[config.mk]
export PLATFORM = sky130hd
export DESIGN_NAME = nanov_fetch
export DESIGN_NICKNAME = d
export VERILOG_FILES = /design/src/rtl/nanov_pkg.sv /design/src/rtl/nanov_instr_len.sv /design/src/rtl/nanov_fetch.sv
export SDC_FILE = /design/constraint.sdc
export NUM_CORES = 1
export LEC_CHECK = 0
export CELL_PAD_IN_SITES_DETAIL_PLACEMENT = 2
export CELL_PAD_IN_SITES_GLOBAL_PLACEMENT = 2
export CORE_MARGIN = 2
export CORE_UTILIZATION = 31
export CTS_BUF_LIST = sky130_fd_sc_hd__clkbuf_8
export CTS_CLUSTER_SIZE = 10
export DETAILED_ROUTE_END_ITERATION = 8
export PLACE_DENSITY_LB_ADDON = 0.1
export SLEW_MARGIN = 15
export SYNTH_ARGS = -nofsm -noshare
export SYNTH_HDL_FRONTEND = slang
export SYNTH_SLANG_ARGS = --single-unit
export TNS_END_PERCENT = 1
[constraint.sdc]
create_clock -name clk -period 3.3 [get_ports clk]
set_input_delay 0.825 -clock clk [delete_from_list [all_inputs] [get_ports clk]]
set_output_delay 0.825 -clock clk [all_outputs]
set_load 0.01 [all_outputs]
[src/rtl/nanov_pkg.sv]
// Shared types and constants for the nanoV instruction fetch sequencer.
package nanov_pkg;

  // Fetch sequencer state; every state lasts a whole number of 32-clk slots.
  typedef enum logic [1:0] {
    ST_DESELECT = 2'd0,
    ST_CMD_ADDR = 2'd1,
    ST_FILL     = 2'd2,
    ST_RUN      = 2'd3
  } fetch_state_t;

  localparam logic [31:0] NOP_INSTR    = 32'h0000_0013;
  localparam logic [7:0]  SPI_READ_CMD = 8'h03;

  localparam logic [6:0] OPC_JAL    = 7'b1101111;
  localparam logic [6:0] OPC_JALR   = 7'b1100111;
  localparam logic [6:0] OPC_BRANCH = 7'b1100011;
  localparam logic [6:0] OPC_OP     = 7'b0110011;
  localparam logic [6:0] OPC_OP_IMM = 7'b0010011;

  // JAL and JALR share opcode[6:4]=110 and have opcode[2] set; the jump
  // decode only looks at those four bits.
  localparam logic [3:0] JUMP_SIG = {OPC_JAL[6:4], OPC_JALR[2]};

  localparam logic [2:0] F3_SLL     = 3'b001;
  localparam logic [2:0] F3_SRL_SRA = 3'b101;

  // Bit position of serial slot bit k in a little-endian word whose bytes
  // arrive MSB-first: 8*(k/8) + 7 - (k%8).
  function automatic logic [4:0] asm_index(input logic [4:0] k);
    return {k[4:3], ~k[2:0]};
  endfunction

endpackage

[src/rtl/nanov_instr_len.sv]
// Number of 32-clk core cycles an instruction occupies (1 or 2).
module nanov_instr_len
  import nanov_pkg::*;
(
  input  logic [31:0] instr,
  output logic [1:0]  ncyc
);

  logic [6:0] opcode;
  logic [2:0] funct3;
  logic       is_jump;
  logic       is_branch;
  logic       is_shift;
  logic       unused_instr;

  assign opcode       = instr[6:0];
  assign funct3       = instr[14:12];
  assign unused_instr = ^{instr[31:15], instr[11:7]};

  // Jumps, conditional branches and shifts need a second core cycle.
  always_comb begin
    is_jump   = ({opcode[6:4], opcode[2]} == JUMP_SIG);
    is_branch = (opcode == OPC_BRANCH);
    is_shift  = ((opcode == OPC_OP) || (opcode == OPC_OP_IMM)) &&
                ((funct3 == F3_SLL) || (funct3 == F3_SRL_SRA));
    ncyc      = (is_jump || is_branch || is_shift) ? 2'd2 : 2'd1;
  end

endmodule

[src/rtl/nanov_fetch.sv]
// SPI-flash instruction streamer feeding nanoV_core.
//
//   state       | meaning
//   ------------+-----------------------------------------------------
//   ST_DESELECT | cs_n high for one slot, restarts the flash read
//   ST_CMD_ADDR | shift out READ (0x03) and the 24-bit byte address
//   ST_FILL     | receive the first word of the new stream
//   ST_RUN      | core executes; next word streams in final cycle only
module nanov_fetch
  import nanov_pkg::*;
#(
  parameter int                 PC_BITS    = 22,
  parameter logic [PC_BITS-1:0] RESET_ADDR = '0
) (
  input  logic        clk,
  input  logic        rst,
  input  logic        spi_miso,
  output logic        spi_cs_n,
  output logic        spi_clk_en,
  output logic        spi_mosi,
  input  logic        branch,
  input  logic        shift_pc,
  input  logic [31:0] data_out,
  output logic [31:0] instr,
  output logic [30:0] next_instr,
  output logic [2:0]  cycle,
  output logic [4:0]  counter,
  output logic        pc,
  output logic        running
);

  fetch_state_t       state, state_nxt;
  logic [4:0]         counter_q;
  logic [2:0]         cycle_q;
  logic [31:0]        instr_q;
  logic [31:0]        asm_q;
  logic [31:0]        asm_next;
  logic [PC_BITS-1:0] pc_q;
  logic [PC_BITS-1:0] pc_rot;
  logic               br_pend_q;
  logic [1:0]         ncyc;
  logic               slot_end;
  logic               final_cycle;
  logic               instr_end;
  logic               take_branch;
  logic               redirect;
  logic [31:0]        cmd_addr_word;
  logic               unused_data;

  nanov_instr_len u_instr_len (
    .instr (instr_q),
    .ncyc  (ncyc)
  );

  assign slot_end      = (counter_q == 5'd31);
  assign final_cycle   = (cycle_q == {1'b0, ncyc - 2'd1});
  assign instr_end     = (state == ST_RUN) && final_cycle && slot_end;
  assign take_branch   = br_pend_q || branch;
  assign redirect      = instr_end && take_branch;
  assign cmd_addr_word = {SPI_READ_CMD, 2'b00, pc_q};
  assign pc_rot        = shift_pc ? {pc_q[0], pc_q[PC_BITS-1:1]} : pc_q;
  assign unused_data   = ^{data_out[31:PC_BITS], data_out[1:0]};

  assign instr      = instr_q;
  assign next_instr = asm_q[30:0];
  assign cycle      = cycle_q;
  assign counter    = counter_q;
  assign pc         = (counter_q < 5'd22) ? pc_q[0] : 1'b0;

  // Partial word with this clk's miso bit merged in, so the word is whole
  // on the last bit of a slot.
  always_comb begin
    asm_next                      = asm_q;
    asm_next[asm_index(counter_q)] = spi_miso;
  end

  // State register.
  always_ff @(posedge clk) begin
    if (rst) state <= ST_DESELECT;
    else     state <= state_nxt;
  end

  // Slot-granular sequencing; RUN only leaves on a redirect.
  always_comb begin
    state_nxt = state;
    case (state)
      ST_DESELECT: if (slot_end) state_nxt = ST_CMD_ADDR;
      ST_CMD_ADDR: if (slot_end) state_nxt = ST_FILL;
      ST_FILL:     if (slot_end) state_nxt = ST_RUN;
      ST_RUN:      if (redirect) state_nxt = ST_DESELECT;
      default:     state_nxt = ST_DESELECT;
    endcase
  end

  // SPI pin and status outputs decoded from state and slot position.
  always_comb begin
    spi_cs_n   = 1'b1;
    spi_clk_en = 1'b0;
    spi_mosi   = 1'b0;
    running    = 1'b0;
    case (state)
      ST_CMD_ADDR: begin
        spi_cs_n   = 1'b0;
        spi_clk_en = 1'b1;
        spi_mosi   = cmd_addr_word[~counter_q];
      end
      ST_FILL: begin
        spi_cs_n   = 1'b0;
        spi_clk_en = 1'b1;
      end
      ST_RUN: begin
        spi_cs_n   = 1'b0;
        spi_clk_en = final_cycle;
        running    = 1'b1;
      end
      default: ;
    endcase
  end

  // Slot counter, core cycle, word assembly, instruction and PC registers.
  always_ff @(posedge clk) begin
    if (rst) begin
      counter_q <= 5'd0;
      cycle_q   <= 3'd0;
      instr_q   <= NOP_INSTR;
      asm_q     <= 32'd0;
      pc_q      <= RESET_ADDR;
      br_pend_q <= 1'b0;
    end else begin
      counter_q <= counter_q + 5'd1;

      if (spi_clk_en) asm_q <= asm_next;

      if (redirect)       pc_q <= {data_out[PC_BITS-1:2], 2'b00};
      else if (instr_end) pc_q <= pc_rot + PC_BITS'(4);
      else                pc_q <= pc_rot;

      if (redirect)                      br_pend_q <= 1'b0;
      else if (state == ST_RUN && branch) br_pend_q <= 1'b1;

      if (state == ST_FILL && slot_end) begin
        instr_q <= asm_next;
      end else if (instr_end) begin
        // The prefetched word belongs to the fall-through path, so a
        // redirect drops it and the core sees NOP until the refill.
        instr_q <= take_branch ? NOP_INSTR : asm_next;
      end

      if (state == ST_RUN && slot_end)
        cycle_q <= final_cycle ? 3'd0 : cycle_q + 3'd1;
    end
  end

endmodule

==> flow_summary.toml, run 1 <==
[setup_path]
r2r_cells = 12
cpLargestDelayFamily = "multiplexers"
slowest_stage = "mux4_2"
arrival_ps = 2360
cp_num_buf_inv = 2
reg2reg_setup_slack_ps = 240
cp-startpoint = "counter[0]"
worstPathRequired_ps = 2470
cpPeakStageDelay_ps = 490
cp-start-kind = "flop"
crit_chain = "buf_4, mux4_2, mux2i_1, mux4_2, a21boi_2, dlygate4sd2_1"
crit_path_max_fanout = 4
r2r_end = "instr[19]"
critPathMostFrequentCell = "mux4_2"
worst-setup-path-type = "reg -> out"
r2r-start = "counter[0]"
cp-end-kind = "output port"

[route]
drt_iter0_markers = 264
routed_wl_um = 21000
remaining_drc_errors = 0
vias_per_cell = 5.47
dr.pass1.iters = 4
routedWlPerCell_um = 20.5
ant_nets = 0
vias = 5609

[power]
p_leak_nw = 2.57
power_density_mw_per_mm2 = 325
ir_drop_v = 0.000161

[final_layout]
drive_above_1_share_pct = 10.6
diodes = 0
final_cell_area_mm2 = 0.00715
nets = 835
areaGrowthSynthToFinish_pct = 23.2
n_fill_cell = 2097

[die]
core_mm2 = 0.0185
num_rows = 50
die_w_um = 141
initial_utilization_pct = 31.3
die-area_mm2 = 0.0198
die_y_um = 141
io_pins = 113

[hold_path]
hp-start = "instr[20]"
hold_end = "instr[20]"
hp-class = "reg -> reg"
worstHoldPathCells = 2

[clock_network]
cts.reportedPaths.clkPinSlew_ps = 100
clk_latency_ps = 400
cts_root_buffer = "clkbuf_8"
htree_levels = 3
cts_made_buffers = 9
cts.sinks = 97
holdBufCountCts = 0
tritoncts = "built"
ctsLongestPathBuffers = 2

[synthesis]
yosys.area.top_type_share_pct = 33.5
syn_nets = 777
syn_area_mm2 = 0.00580
synth_top_area_cell = "dfxtp_1"
synth-seq-cells = 97
synthArstFlopShare_pct = 0
synthFlopType = "dfxtp_1"
synth_cells = 729
synth-edff-count = 0
synth_cell_types = 66
yosys-top-cells-area = "dfxtp_1 33%, mux2i_1 7.4%, a21oi_1 6.9%, or3_1 6.6%, nand2_1 6.5%"
synth.most_common_cell = "nand2_1"
synth_common_cells = "100 x nand2_1, 97 x dfxtp_1, 80 x a21oi_1"
avgSynthCellArea_um2 = 7.96
yosysSeqAreaShare_pct = 33.5
yosys_warnings = 0

[sta]
finalClockSkew_ps = 16.3
finalHoldViolations = 0
tightest_slew_ps = 577
min_period_ps = 3180
fmax_ghz = 0.314
rsz0062_at_grt = "no"
fin_crit_sh_pct = 96.4
fin_tns_setup_ps = 0
slew_headroom_pct = 61.6
drv_slew = 0
hold_slack_ps = 457
finalSetupViolations = 0

[placement]
dp_hpwl_um = 14700
dpl_cell_area_mm2 = 0.00688
place.gp.congestion = 0.813
numPortBuffers = 100

[global_route]
grt_pass1_wl_um = 33300
grt_overflow = 0
grt_max_degree = 64
antenna_found_initial = 0
first_global_vias = 6025
gr-usage-all-layers_pct = 21.1

[run]
max_cap_viol_count = 0

[status]
outcome = "completed"
## registers in the layout, indices dropped and copies added, names as in the netlist, named ones only
signal and cells:
asm_q 32, instr 32, pc_q 20, counter 5, cycle 3, state 2, br_pend_q 1
## kinds of logic (layout without fill, tap and decap cells)
family | after synthesis | count (layout) | share of synthesized area [%]
AO/OA/AOI/OAI | 180 | 180 | 19.2
XOR/XNOR | 5 | 5 | 0.754
adder cells (fa/ha/maj) | 11 | 11 | 2.37
buffers and inverters | 105 | 167 | 10.0
flip-flops | 97 | 97 | 33.5
multiplexers | 51 | 51 | 10.1
AND/OR/NAND/NOR | 280 | 280 | 24.1
## through the flow
step                      power [mW]  cells  setup slack, ps  util (%)
after floorplan                 1.31    729              258         -
after global placement          1.40   1008              112      37.1
after detailed placement        1.41   1008            -18.7      37.1
after CTS                       2.35   1023             -143      38.4
after global routing            2.41   1025             2.82      38.6
final                           2.32   1025              119      38.6
## how the worst max path moves through the flow
stage	endpoint	slack, ps	cells after the start
2_1_floorplan	pc_q[12]	260	11
3_3_place_gp	spi_mosi	110	6
3_5_place_dp	pc_q[15]	-20	11
4_1_cts	spi_clk_en	-140	6
5_1_grt	instr[19]	3	12
6_report	spi_mosi	120	6
## metal layers
metal  wire [um]  global-route usage [%]
met5           0                       0
met1        9340                    25.7
met3         387                    2.31
met4         310                    5.58
met2       11000                    39.3
## area by class of cell
class / instances / area, um2 / share of cell area (%)
multi-input cells: 527 / 3300 / 46.2
flip-flops and latches: 97 / 1940 / 27.2
repair buffers: 139 / 1340 / 18.7
well taps: 234 / 293 / 4.09
clock buffers: 10 / 138 / 1.92
clock inverters: 5 / 86.3 / 1.21
inverters: 13 / 48.8 / 0.682
## where the power goes
group / total [mW] / switching [mW] / internal, mW / leakage (nW)
Sequential: 1.19 / 0.00975 / 1.18 / 0.782
Clock: 0.945 / 0.492 / 0.453 / 0.114
Combinational: 0.190 / 0.111 / 0.0782 / 1.67
Total: 2.32 / 0.613 / 1.71 / 2.57
## cell usage in the layout (no fill, tap or decap), drive strengths merged, types with 5 or more instances in the layout
| cell type | instances |
|---|---|
| or3 | 61 |
| nor2 | 31 |
| inv | 16 |
| a31oi | 6 |
| nor3 | 13 |
| a21boi | 5 |
| clkdlybuf4s50 | 97 |
| clkbuf | 10 |
| mux2i | 43 |
| nand4 | 9 |
| and3 | 8 |
| nand2b | 5 |
| nand3 | 28 |
| a21oi | 81 |
| buf | 40 |
| nand2 | 102 |
| o21ai | 47 |
| nor3b | 5 |
| dfxtp | 97 |
| ha | 11 |
| mux4 | 6 |
## tightest hold or removal path, cell delays in order (launching register included)
cell and delay [ps]:
dfxtp_1 320, nand2_1 50, a21oi_1 50
## timing repair
item | in CTS | in global routing
endpoints found under the setup margin | 3 | 17
setup buffers | 0 | 1
gates resized for setup | 4 | 4
pin swaps | 0 | 1
gates cloned | 0 | 0
(Power assumes the default switching activity.)
==> run 2: changes to the inputs <==
- CORE_ASPECT_RATIO: not set -> 0.75
==> flow_summary.toml, run 2 (same netlist as run 1, synthesis figures left out) <==
[status]
outcome = "completed"

[power]
totalPowerFinal_mw = 2.26
power_density_mw_per_mm2 = 313
internal-power_mw = 1.64
p_clk_share_pct = 38.6
power.switching_mw = 0.618
p_leak_nw = 2.58
combPwrFrac_pct = 8.8
power.share.sequential_pct = 52.5
netSwitchingFraction_pct = 27.4
ir_drop_v = 0.000165

[setup_path]
crit_path_max_fanout = 8
r2r-start = "counter[0]"
worst-setup-path-type = "reg -> out"
cp-start-kind = "flop"
slowest_stage = "mux4_2"
cp-end-kind = "output port"
critPathMostFrequentCell = "mux4_2"
crit_chain = "buf_4, mux4_2, mux2i_1, mux4_2, a21boi_1, dlygate4sd2_1"
worstPathRequired_ps = 2470
r2r_cells = 12
reg2reg_setup_slack_ps = 230
cpPeakStageDelay_ps = 480
arrival_ps = 2310
r2r_end = "instr[21]"

[final_layout]
nets = 840
fin_util_pct = 39.2
final_cells = 1044
final_cell_mix = "99 x nand2_1, 97 x clkdlybuf4s50_1, 94 x dfxtp_1, 79 x a21oi_1, 61 x or3_1"
drive_above_1_share_pct = 11.8
n_fill_cell = 2073
final_common_cell = "nand2_1"
areaGrowthSynthToFinish_pct = 24.2
final_cell_area_mm2 = 0.00721
diodes = 0

[run]
max_cap_viol_count = 0

[die]
initial_utilization_pct = 31.5
die-area_mm2 = 0.0198
die_w_um = 162
die_y_um = 123
io_pins = 113
num_rows = 43
core_mm2 = 0.0184

[sta]
finalClockSkew_ps = 12.7
slew_headroom_pct = 21.9
tightest_slew_ps = 1170
fin_tns_setup_ps = 0
drv_slew = 0
min_period_ps = 3130
finalSetupViolations = 0
rsz0062_at_grt = "yes"
fmax_ghz = 0.319
fin_crit_sh_pct = 94.9
finalHoldViolations = 0

[route]
routed_wl_um = 21500
vias = 5679
ant_nets = 0
routedWlPerCell_um = 20.6
remaining_drc_errors = 0
vias_per_cell = 5.44
dr.pass1.iters = 4
drt_iter0_markers = 244

[global_route]
gr-usage-all-layers_pct = 22.3
grt_pass1_wl_um = 34500
grt_overflow = 0
antenna_found_initial = 1
first_global_vias = 6097
grt_max_degree = 67

[clock_network]
holdBufCountCts = 0
cts.reportedPaths.clkPinSlew_ps = 110
clk_latency_ps = 390
htree_levels = 3
cts.sinks = 97
cts_made_buffers = 9
tritoncts = "built"
cts_root_buffer = "clkbuf_8"
ctsLongestPathBuffers = 2

[placement]
numPortBuffers = 100
dpl_cell_area_mm2 = 0.00696
place.gp.congestion = 0.847
numPlacedInstances = 1028
dp_hpwl_um = 15400

[hold_path]
hp-start = "instr[26]"
hold_end = "instr[26]"
worstHoldPathCells = 2
hp-class = "reg -> reg"
-- run 2: repair_timing --
item / CTS / global route
setup endpoints to repair: 2 / 21
setup buffers: 0 / 0
gates resized for setup: 7 / 7
pin swaps: 0 / 0
-- run 2: stage by stage --
step           hold slack (ps)  worst slack (ps)
3_5_place_dp               448             -39.0
6_report                   458               168
2_1_floorplan              453               258
3_3_place_gp               439             -26.6
5_1_grt                    487              7.86
4_1_cts                    463              21.0
-- run 2: per-layer routing --
metal  routed length [um]  GRT usage, %  part of all wire, %  vias to the layer above
li1                     -             -                    -                     2696
met1                10800          32.7                   50                     2872
met2                 9810          35.5                   46                      100
met3                  715          3.08                  3.3                       11
met4                  172          3.93                 0.80                        0
met5                    0             0                    0                        -
-- run 2: worst max-delay path by stage --
stage               startpoint          to  slack (ps)  depth (start not counted)
global route        counter[0]   instr[20]           8                         12
floorplan             shift_pc    pc_q[12]         260                         11
global placement      shift_pc    pc_q[20]         -30                         11
finish              counter[0]    spi_mosi         170                          6
CTS                   instr[4]  spi_clk_en          20                          6
detailed placement    shift_pc    pc_q[20]         -40                         11
-- run 2: area by class of cell --
class / instances / area (um2) / share of cell area [%]
clock buffer: 10 / 138 / 1.91
clock inverter: 6 / 73.8 / 1.02
inverter: 13 / 48.8 / 0.677
multi-input combinational: 527 / 3330 / 46.1
sequential: 97 / 1950 / 27.0
tap: 247 / 309 / 4.29
timing repair buffer: 144 / 1370 / 19.0
-- run 2: power groups by stage --
stage	sequential (mW)	clock [mW]	combinational [mW]
final	1.19	0.873	0.199
after global routing	1.19	0.946	0.217
after CTS	1.19	0.906	0.201
after detailed placement	1.21	0	0.200
after global placement	1.21	0	0.195
after floorplan	1.21	0	0.0969
-- run 2: worst max-delay path, delay by kind of cell (launching register included) --
kind                   cells  cell delay (ps)
buffers and inverters      2              470
multiplexers               3              900
flip-flops                 1              350
AO/OA/AOI/OAI              1              200
